==> config.mk <==
export PLATFORM = sky130hd
export DESIGN_NAME = hazard_unit_mc_flat
export DESIGN_NICKNAME = d
export VERILOG_FILES = /design/src/rtl/hazard_unit_mc_if.sv /design/src/rtl/hazard_unit_mc.sv /design/src/flat_wrapper.sv
export SDC_FILE = /design/constraint.sdc
export NUM_CORES = 1
export LEC_CHECK = 0
export BUFFER_PORTS_ARGS = -buffer_cell sky130_fd_sc_hd__buf_4
export CAP_MARGIN = 20
export CORE_ASPECT_RATIO = 1.5
export CORE_MARGIN = 5
export CORE_UTILIZATION = 40
export DETAILED_ROUTE_END_ITERATION = 8
export GPL_TIMING_DRIVEN = 0
export PLACE_DENSITY = 0.73
export SYNTH_ARGS = -nofsm -noshare
export SYNTH_HDL_FRONTEND = slang
export SYNTH_SLANG_ARGS = --single-unit
==> constraint.sdc <==
create_clock -name clk -period 5.9 [get_ports clk]
set_input_delay 1.18 -clock clk [delete_from_list [all_inputs] [get_ports clk]]
set_output_delay 1.18 -clock clk [all_outputs]
set_load 0.1 [all_outputs]
==> src/rtl/hazard_unit_mc_if.sv <==
// Hazard-unit bundle: pipeline stage info from the datapath, stall/flush/forward controls back.
// master = datapath side, slave = hazard unit.
interface hazard_unit_mc_if #(
   parameter int REG_AW = 5
);
   logic [REG_AW-1:0] rsD, rtD;
   logic              branchD, jrD;
   logic [REG_AW-1:0] rsE, rtE, writeregE;
   logic              regwriteE, memtoregE, div_startE;
   logic [REG_AW-1:0] writeregM;
   logic              regwriteM, memtoregM;
   logic [31:0]       exc_typeM, epcM;
   logic [REG_AW-1:0] writeregW;
   logic              regwriteW;
   logic              i_stall, d_stall;

   logic              forwardaD, forwardbD;
   logic [1:0]        forwardaE, forwardbE;
   logic              stallF, stallD, stallE, stallM, stallW;
   logic              flushF, flushD, flushE, flushM, flushW;
   logic [31:0]       newPC;
   logic              div_busy;

   modport master (
      output rsD, rtD, branchD, jrD, rsE, rtE, writeregE, regwriteE, memtoregE, div_startE,
             writeregM, regwriteM, memtoregM, exc_typeM, epcM, writeregW, regwriteW,
             i_stall, d_stall,
      input  forwardaD, forwardbD, forwardaE, forwardbE,
             stallF, stallD, stallE, stallM, stallW,
             flushF, flushD, flushE, flushM, flushW, newPC, div_busy
   );

   modport slave (
      input  rsD, rtD, branchD, jrD, rsE, rtE, writeregE, regwriteE, memtoregE, div_startE,
             writeregM, regwriteM, memtoregM, exc_typeM, epcM, writeregW, regwriteW,
             i_stall, d_stall,
      output forwardaD, forwardbD, forwardaE, forwardbE,
             stallF, stallD, stallE, stallM, stallW,
             flushF, flushD, flushE, flushM, flushW, newPC, div_busy
   );
endinterface

==> src/rtl/hazard_unit_mc.sv <==
// 5-stage hazard controller: forward selects, load/branch/divide stalls, exception flush/redirect.
// Outputs are combinational (zero latency); an SRAM wait overrides everything and freezes internal state.
module hazard_unit_mc #(
   parameter int          REG_AW     = 5,
   parameter int          DIV_CYCLES = 34,
   parameter logic [31:0] EXC_VEC    = 32'hBFC00380,
   parameter logic [31:0] ERET_CODE  = 32'h0000000E
) (
   input logic             clk,
   input logic             rst,
   hazard_unit_mc_if.slave hz
);
   localparam int                CW       = $clog2(DIV_CYCLES);
   localparam logic [CW-1:0]     CNT_LOAD = CW'(DIV_CYCLES - 2);
   localparam logic [REG_AW-1:0] REG_ZERO = '0;

   typedef enum logic [1:0] {IDLE, RUN, DONE} divState_t;

   divState_t   state;
   logic [CW-1:0] cnt;
   logic        divBusy;
   logic        excPend;
   logic [31:0] pcPend;
   logic [31:0] excPC;
   logic        memStall, excRaw, exc;
   logic        lwStall, brStall, divStall;
   logic [4:0]  stallV, flushV;

   assign hz.forwardaE = (hz.rsE != REG_ZERO && hz.regwriteM && hz.rsE == hz.writeregM) ? 2'b10 :
                         (hz.rsE != REG_ZERO && hz.regwriteW && hz.rsE == hz.writeregW) ? 2'b01 : 2'b00;
   assign hz.forwardbE = (hz.rtE != REG_ZERO && hz.regwriteM && hz.rtE == hz.writeregM) ? 2'b10 :
                         (hz.rtE != REG_ZERO && hz.regwriteW && hz.rtE == hz.writeregW) ? 2'b01 : 2'b00;
   assign hz.forwardaD = hz.rsD != REG_ZERO && hz.regwriteM && hz.rsD == hz.writeregM;
   assign hz.forwardbD = hz.rtD != REG_ZERO && hz.regwriteM && hz.rtD == hz.writeregM;

   assign lwStall = hz.memtoregE && (hz.rtE == hz.rsD || hz.rtE == hz.rtD);

   // jr only reads rs, so its compare ignores rtD
   assign brStall =
      (hz.branchD && ((hz.regwriteE && (hz.writeregE == hz.rsD || hz.writeregE == hz.rtD)) ||
                      (hz.memtoregM && (hz.writeregM == hz.rsD || hz.writeregM == hz.rtD)))) ||
      (hz.jrD     && ((hz.regwriteE && hz.writeregE == hz.rsD) ||
                      (hz.memtoregM && hz.writeregM == hz.rsD)));

   assign memStall = hz.i_stall | hz.d_stall;
   assign excRaw   = |hz.exc_typeM;
   assign exc      = excRaw | excPend;
   assign divStall = hz.div_startE && (state != DONE);
   assign excPC    = (hz.exc_typeM == ERET_CODE) ? hz.epcM : EXC_VEC;

   assign hz.newPC    = excPend ? pcPend : excPC;
   assign hz.div_busy = divBusy;

   always_ff @(posedge clk or posedge rst) begin
      if (rst) begin
         state   <= IDLE;
         cnt     <= '0;
         divBusy <= 1'b0;
         excPend <= 1'b0;
         pcPend  <= '0;
      end else if (memStall) begin
         // Hold the first redirect seen while the memory wait keeps M frozen
         if (excRaw && !excPend) begin
            excPend <= 1'b1;
            pcPend  <= excPC;
         end
      end else begin
         excPend <= 1'b0;
         if (exc) begin
            state   <= IDLE;
            divBusy <= 1'b0;
         end else begin
            case (state)
               IDLE: if (hz.div_startE) begin
                  state   <= RUN;
                  cnt     <= CNT_LOAD;
                  divBusy <= 1'b1;
               end
               // Leave RUN one count early: issue cycle + RUN + DONE release = DIV_CYCLES in E
               RUN: if (cnt <= CW'(1)) begin
                  state <= DONE;
                  cnt   <= '0;
               end else begin
                  cnt <= cnt - CW'(1);
               end
               DONE: begin
                  state   <= IDLE;
                  divBusy <= 1'b0;
               end
               default: begin
                  state   <= IDLE;
                  divBusy <= 1'b0;
               end
            endcase
         end
      end
   end

   always_comb begin
      stallV = 5'b00000;
      flushV = 5'b00000;
      if (memStall) begin
         stallV = 5'b11111;
      end else if (exc) begin
         flushV = 5'b11111;
      end else if (divStall) begin
         stallV = 5'b11100;
         flushV = 5'b00010;
      end else if (lwStall || brStall) begin
         stallV = 5'b11000;
         flushV = 5'b00100;
      end
   end

   assign {hz.stallF, hz.stallD, hz.stallE, hz.stallM, hz.stallW} = stallV;
   assign {hz.flushF, hz.flushD, hz.flushE, hz.flushM, hz.flushW} = flushV;
endmodule

==> src/flat_wrapper.sv <==
// flat-port wrapper written by rule: the top's interface ports become plain ports
module hazard_unit_mc_flat 
#(
   parameter int          REG_AW     = 5,
   parameter int          DIV_CYCLES = 34,
   parameter logic [31:0] EXC_VEC    = 32'hBFC00380,
   parameter logic [31:0] ERET_CODE  = 32'h0000000E
)
  (clk, rst, hz_rsD, hz_rtD, hz_branchD, hz_jrD, hz_rsE, hz_rtE, hz_writeregE, hz_regwriteE, hz_memtoregE, hz_div_startE, hz_writeregM, hz_regwriteM, hz_memtoregM, hz_exc_typeM, hz_epcM, hz_writeregW, hz_regwriteW, hz_i_stall, hz_d_stall, hz_forwardaD, hz_forwardbD, hz_forwardaE, hz_forwardbE, hz_stallF, hz_stallD, hz_stallE, hz_stallM, hz_stallW, hz_flushF, hz_flushD, hz_flushE, hz_flushM, hz_flushW, hz_newPC, hz_div_busy);
  hazard_unit_mc_if #(.REG_AW(REG_AW)) hz_i ();
  input logic clk;
  input logic rst;
  input wire logic [$bits(hz_i.rsD)-1:0] hz_rsD;
  input wire logic [$bits(hz_i.rtD)-1:0] hz_rtD;
  input wire logic [$bits(hz_i.branchD)-1:0] hz_branchD;
  input wire logic [$bits(hz_i.jrD)-1:0] hz_jrD;
  input wire logic [$bits(hz_i.rsE)-1:0] hz_rsE;
  input wire logic [$bits(hz_i.rtE)-1:0] hz_rtE;
  input wire logic [$bits(hz_i.writeregE)-1:0] hz_writeregE;
  input wire logic [$bits(hz_i.regwriteE)-1:0] hz_regwriteE;
  input wire logic [$bits(hz_i.memtoregE)-1:0] hz_memtoregE;
  input wire logic [$bits(hz_i.div_startE)-1:0] hz_div_startE;
  input wire logic [$bits(hz_i.writeregM)-1:0] hz_writeregM;
  input wire logic [$bits(hz_i.regwriteM)-1:0] hz_regwriteM;
  input wire logic [$bits(hz_i.memtoregM)-1:0] hz_memtoregM;
  input wire logic [$bits(hz_i.exc_typeM)-1:0] hz_exc_typeM;
  input wire logic [$bits(hz_i.epcM)-1:0] hz_epcM;
  input wire logic [$bits(hz_i.writeregW)-1:0] hz_writeregW;
  input wire logic [$bits(hz_i.regwriteW)-1:0] hz_regwriteW;
  input wire logic [$bits(hz_i.i_stall)-1:0] hz_i_stall;
  input wire logic [$bits(hz_i.d_stall)-1:0] hz_d_stall;
  output wire logic [$bits(hz_i.forwardaD)-1:0] hz_forwardaD;
  output wire logic [$bits(hz_i.forwardbD)-1:0] hz_forwardbD;
  output wire logic [$bits(hz_i.forwardaE)-1:0] hz_forwardaE;
  output wire logic [$bits(hz_i.forwardbE)-1:0] hz_forwardbE;
  output wire logic [$bits(hz_i.stallF)-1:0] hz_stallF;
  output wire logic [$bits(hz_i.stallD)-1:0] hz_stallD;
  output wire logic [$bits(hz_i.stallE)-1:0] hz_stallE;
  output wire logic [$bits(hz_i.stallM)-1:0] hz_stallM;
  output wire logic [$bits(hz_i.stallW)-1:0] hz_stallW;
  output wire logic [$bits(hz_i.flushF)-1:0] hz_flushF;
  output wire logic [$bits(hz_i.flushD)-1:0] hz_flushD;
  output wire logic [$bits(hz_i.flushE)-1:0] hz_flushE;
  output wire logic [$bits(hz_i.flushM)-1:0] hz_flushM;
  output wire logic [$bits(hz_i.flushW)-1:0] hz_flushW;
  output wire logic [$bits(hz_i.newPC)-1:0] hz_newPC;
  output wire logic [$bits(hz_i.div_busy)-1:0] hz_div_busy;
  assign hz_i.rsD = hz_rsD;
  assign hz_i.rtD = hz_rtD;
  assign hz_i.branchD = hz_branchD;
  assign hz_i.jrD = hz_jrD;
  assign hz_i.rsE = hz_rsE;
  assign hz_i.rtE = hz_rtE;
  assign hz_i.writeregE = hz_writeregE;
  assign hz_i.regwriteE = hz_regwriteE;
  assign hz_i.memtoregE = hz_memtoregE;
  assign hz_i.div_startE = hz_div_startE;
  assign hz_i.writeregM = hz_writeregM;
  assign hz_i.regwriteM = hz_regwriteM;
  assign hz_i.memtoregM = hz_memtoregM;
  assign hz_i.exc_typeM = hz_exc_typeM;
  assign hz_i.epcM = hz_epcM;
  assign hz_i.writeregW = hz_writeregW;
  assign hz_i.regwriteW = hz_regwriteW;
  assign hz_i.i_stall = hz_i_stall;
  assign hz_i.d_stall = hz_d_stall;
  assign hz_forwardaD = hz_i.forwardaD;
  assign hz_forwardbD = hz_i.forwardbD;
  assign hz_forwardaE = hz_i.forwardaE;
  assign hz_forwardbE = hz_i.forwardbE;
  assign hz_stallF = hz_i.stallF;
  assign hz_stallD = hz_i.stallD;
  assign hz_stallE = hz_i.stallE;
  assign hz_stallM = hz_i.stallM;
  assign hz_stallW = hz_i.stallW;
  assign hz_flushF = hz_i.flushF;
  assign hz_flushD = hz_i.flushD;
  assign hz_flushE = hz_i.flushE;
  assign hz_flushM = hz_i.flushM;
  assign hz_flushW = hz_i.flushW;
  assign hz_newPC = hz_i.newPC;
  assign hz_div_busy = hz_i.div_busy;
  hazard_unit_mc #(.REG_AW(REG_AW), .DIV_CYCLES(DIV_CYCLES), .EXC_VEC(EXC_VEC), .ERET_CODE(ERET_CODE)) u_core (.clk(clk), .rst(rst), .hz(hz_i));
endmodule
Yosys cells after proc, flatten, opt, wreduce, memory -nomap -nowiden
Index checks and enable logic that the tools add are counted.
Storage, ports and cells
  output and inout bits: 49
  word-level logic and storage cells: 97
  flip-flop bits (word level): 42
Cells by class
  reductions and logical operators: 40
  add/subtract/negate cells: 1
  muxes and demuxes: 26
  bitwise operators: 4
  order comparisons: 1
  equality and inequality tests: 20
Operator list (number)
  two-way mux 32 bit: 2
  == test 5 bit: 12
  two-way mux 5 bit: 7
  == test 32 x 4 -> 1 bit, second input constant: 1
  OR reduction 32 bit: 1
  logical AND 1 bit: 21
  nonzero test 5 bit: 4
  two-way mux 6 bit: 2
  case mux 6 bit (2 select lines): 1
  two-way mux 2 bit: 5
  logical OR 1 bit: 7
  <= comparator 6 x 1 -> 1 bit, second input constant: 1
  two-way mux 1 bit: 6
  != test 2 bit, second input constant: 3
  AND reduction 3 bit: 2
  subtractor 6 x 1 -> 6 bit, second input constant: 1
  case mux 2 bit (2 select lines): 1
  AND reduction 4 bit: 1
  two-way mux 3 bit: 1
  != test 3 x 1 -> 1 bit, second input constant: 1
  != test 3 x 2 -> 1 bit, second input constant: 1
  == test 2 x 1 -> 1 bit, second input constant: 1
  zero test 2 bit: 1
  != test 2 x 1 -> 1 bit, second input constant: 1
  6 further kinds: 8

Logic depth before layout (Yosys ltp)
  depth in word-level cells: 11
  mapped depth: 7

Worst setup path before layout
No wires, ideal clock.
  kind: input port to output port
  start point: input hz_rtE[2]
  end point: output hz_forwardbE[0]
  cell stages on the path: 5
  data arrival time: 6.589 ns
  slack: -1.869 ns
  data required time: 4.720 ns
  path through: clkbuf_1 or4_1 nor2_1 nor4_1 nor4_1
On the way
  cells in the longest elaborated chain, start to end: 5
  elaborated cells between the ends (all ways): 9
  those cells by class: eq/ne (2); mux (2); reduce/logical (5)
Ends and longest elaborated chain
  start, declared: RTL line flat_wrapper.sv:18  | input wire logic [$bits(hz_i.rtE)-1:0] hz_rtE;
  nonzero test 5 bit: RTL line hazard_unit_mc.sv:31, hazard_unit_mc.sv:32
  logical AND 1 bit (2 in a row): RTL line hazard_unit_mc.sv:32  | (hz.rtE != REG_ZERO && hz.regwriteW && hz.rtE == hz.writeregW) ? 2'b01 : 2'b00;
  two-way mux 1 bit: RTL line hazard_unit_mc.sv:32
  two-way mux 2 bit (*): RTL line hazard_unit_mc.sv:31  | assign hz.forwardbE = (hz.rtE != REG_ZERO && hz.regwriteM && hz.rtE == hz.writeregM) ? 2'b10 :
  end, declared: RTL line flat_wrapper.sv:35  | output wire logic [$bits(hz_i.forwardbE)-1:0] hz_forwardbE;
Mark *: on every way between the ends. The rest lies on a longest branch, timed or not.

Final worst setup path
  start point: input hz_exc_typeM[0]
  end point: output hz_stallF
On the way
  cells in the longest elaborated chain, start to end: 4
Ends and longest elaborated chain
  start, declared: RTL line flat_wrapper.sv:26  | input wire logic [$bits(hz_i.exc_typeM)-1:0] hz_exc_typeM;
  OR reduction 32 bit: RTL line hazard_unit_mc.sv:46  | assign excRaw = |hz.exc_typeM;
  OR 1 bit: RTL line hazard_unit_mc.sv:47  | assign exc = excRaw | excPend;
  two-way mux 5 bit: RTL line hazard_unit_mc.sv:104  | end else if (exc) begin
  two-way mux 5 bit: RTL line hazard_unit_mc.sv:102  | if (memStall) begin
  end, declared: RTL line flat_wrapper.sv:36  | output wire logic [$bits(hz_i.stallF)-1:0] hz_stallF;
Every way passes these cells.

==> summary.md <==
| Metric | Value |
|---|---|
| Outcome | completed |
| Worst-path clk slew | 0.06 ns |
| CTS tree | yes |
| Max-cap violations | 0 |
| P&R area growth vs syn | 49.0% |
| Setup bufs post-CTS | 0 |
| Number of global-route vias before repair | 3648 |
| Residual DRC | 0 |
| Power, Total | 808 uW |
| Clock skew | 0.00171 ns |
| Die width | 81.6 microns |
| Tcrit/Tclk final | 77.1% |
| R2R Setup Slk | 4.06 ns |
| Root buf cell | clkbuf_16 |
| Mapped cell area | 3080 sq um |
| Num rows | 39 |
| Layout cells sized above 1 | 34.8% |
| Total vias in the final route | 3558 |
| R2r worst-path depth | 6 |
| Most used cell, CP | buf_4 |
| CP Data Required Time | 4.72 ns |
| CTS max path bufs | 2 |
| Via density per instance | 5.42 |
| Dpl hpwl | 8730 microns |
| Pwr/cell area | 176 nW/um^2 |
| Largest net degree at the start of global routing | 27 |
| Setup TNS | 0 ns |
| Reg-to-Reg End | u_core.cnt[4]$_DFFE_PP0P_ |
| Synthesized flop and latch total | 42 |
| RSZ-0062 raised after global routing | no |
| H-tree depth | 2 |
| Number of port buffers | 152 |
| Antenna violations before repair | 0 |
| Post-synth net total | 507 |
| Number of synthesized flops with an enable pin | 0 |
| Ys Warns | 0 |
| Die outline area | 9590 sq um |
| Hold path start | u_core.pcPend[14]$_DFFE_PP0P_ |
| Antenna diodes | 0 |
| IO Pins | 160 |
| # hold bufs at CTS | 0 |
| GRT Util Overall | 22.4% |
| Final Hold Vio Count | 0 |
| Critical Path End Type | output port |
| Count leader, synth | nand2_1 |
| Post-synth ARST share | 100% |
| Yosys top cell by area | dfrtp_1 |
| Max incr delay on CP | 0.67 ns |
| # setup viols final | 0 |
| Detailed Routing Iterations Pass 1 | 4 |
| Post-CTS sizing | 0 |
| Syn Inst Count | 394 |
| Number of buffers created by CTS | 5 |
| Core box area | 7560 sq um |
| Post-synth top flop | dfrtp_1 |
| WP data arrival | 3.37 ns |
| Sink Count | 42 |
| Worst slew pin tran | 0.682 ns |
| Relative slew slack | 54.3% |
| Hold crit path type | reg2reg |
| Peak Freq | 220 MHz |
| Synth cell types | 41 |
| Crit-path max FO | 6 |
| Starting Density | 40.7% |
| Cells on Worst Hold Path | 2 |
| Hold path endpoint | u_core.pcPend[14]$_DFFE_PP0P_ |
| First-pass GRT wire length | 17100 microns |
| Yosys top cell area share | 34.1% |
| Sequential-to-total area share from yosys stat | 34.1% |
| RR Startpoint | u_core.cnt[0]$_DFFE_PP0P_ |
| Final Critical Period | 4.55 ns |
| List of most frequent post-synthesis cells | 70 x nand2_1, 50 x o21ai_0, 43 x xnor2_1 |
| Worst vdd ir | 0.000180 V |
| Final ANT Viol Nets | 0 |
| Detailed router's first-iteration violation count | 115 |
| Nets@finish | 667 |
| Final WL | 10700 microns |
| Grt ovf | 0 |
| CP Cell Sequence | buf_4, nor4_1, nand4_1, nor4_2, nor2_2, a41oi_2, buf_4, buf_4 |
| Avg Cell Area, Syn | 7.82 sq um |
| Gpl congestion | 0.929 |
| Worst hold slack | 0.481 ns |
| Synth area leaders | dfrtp_1 34%, xnor2_1 12%, nand2_1 8.5% |
| Final Slew Violations | 0 |
| Crit Path Class | in2out |
| P_leak | 0.00195 uW |
| Chip Height | 117 microns |
| Startpoint types | input port |
| WL per Instance | 16.2 microns |
| Crit-path slowest cell | nor4_2 |
| Clk_lat worst skew | 0.29 ns |
-- worst max path at each step --
stage / startpoint / to / slack (ns) / cells past startpoint
2_1_floorplan: hz_exc_typeM[0] / hz_flushE / 0.09 / 5
3_3_place_gp: hz_exc_typeM[13] / hz_stallF / 1.39 / 8
3_5_place_dp: hz_exc_typeM[13] / hz_stallF / 1.36 / 8
4_1_cts: hz_exc_typeM[13] / hz_stallF / 1.36 / 8
5_1_grt: hz_exc_typeM[25] / hz_stallF / 1.15 / 8
6_report: hz_exc_typeM[0] / hz_stallF / 1.35 / 8
-- where the power goes --
| group | switching, uW | internal (uW) | total (uW) |
|---|---|---|---|
| Clock | 114 | 200 | 314 |
| Combinational | 118 | 86.5 | 204 |
| Sequential | 0.916 | 289 | 290 |
-- critical path, delay by kind of cell --
kind,cells,cell delay [ns]
buffers and inverters,3,0.52
AOI/OAI and AO/OA,1,0.24
and+or+nand+nor,4,1.42
-- cell families (layout without fill, tap and decap cells) --
logic type               after synthesis  in the layout  share of synthesized area (%)
AND/OR/NAND/NOR                      159            159                           26.2
AO/OA/AOI/OAI                         94             94                           17.0
XOR/XNOR                              50             50                           14.2
buffers and inverters                 47            208                           7.68
flip-flops                            42             42                           34.1
adder cells (fa/ha/maj)                2              2                          0.813
-- through the flow --
stage	worst slack [ns]	cell area, sq um	instances	util, %
final	1.35	4590	657	60.6
after global routing	1.15	4590	657	60.6
after CTS	1.36	4590	657	60.6
after detailed placement	1.36	4420	649	58.4
after global placement	1.39	4400	648	58.2
after floorplan	0.0861	3130	394	-
-- state kept, by name, indices dropped and copies added, names as in the netlist --
| register | flops |
|---|---|
| u_core.pcPend | 32 |
| u_core.hz.div_busy | 1 |
| u_core.excPend | 1 |
| u_core.state | 2 |
| u_core.cnt | 6 |
-- layer usage --
| layer | share of wire (%) | track usage, % | wire, microns |
|---|---|---|---|
| met4 | 3.3 | 9.46 | 350 |
| met5 | 0 | 0 | 0 |
| met2 | 51 | 40.6 | 5460 |
| met3 | 11 | 5.59 | 1150 |
| met1 | 35 | 23.7 | 3690 |
-- layout make-up --
| class | instances | area [sq um] |
|---|---|---|
| multi-input combinational | 305 | 1840 |
| inverter | 17 | 63.8 |
| fill | 718 | 2980 |
| clock buffer | 6 | 129 |
| timing repair buffer | 153 | 1160 |
| clock inverter | 2 | 37.5 |
| buffer | 30 | 173 |
| sequential | 42 | 1050 |
| tap | 102 | 128 |
-- placed cells by master, fill, tap and decap left out, drive strengths merged, types with 2 or more instances in the layout --
cell,netlist,routed
clkbuf,13,19
xnor2,43,43
nand2,70,70
nand2b,3,3
nand3,5,5
and4,3,3
buf,17,170
ha,2,2
a21oi,27,27
o2bb2ai,2,2
xor2,7,7
o31ai,3,3
nand4,11,11
or4,4,4
nor3,34,34
o21ai,51,51
or3,5,5
nor4,12,12
dfrtp,42,42
nor2,11,11
inv,17,17
Note: power is estimated with default switching activity, not from simulation.
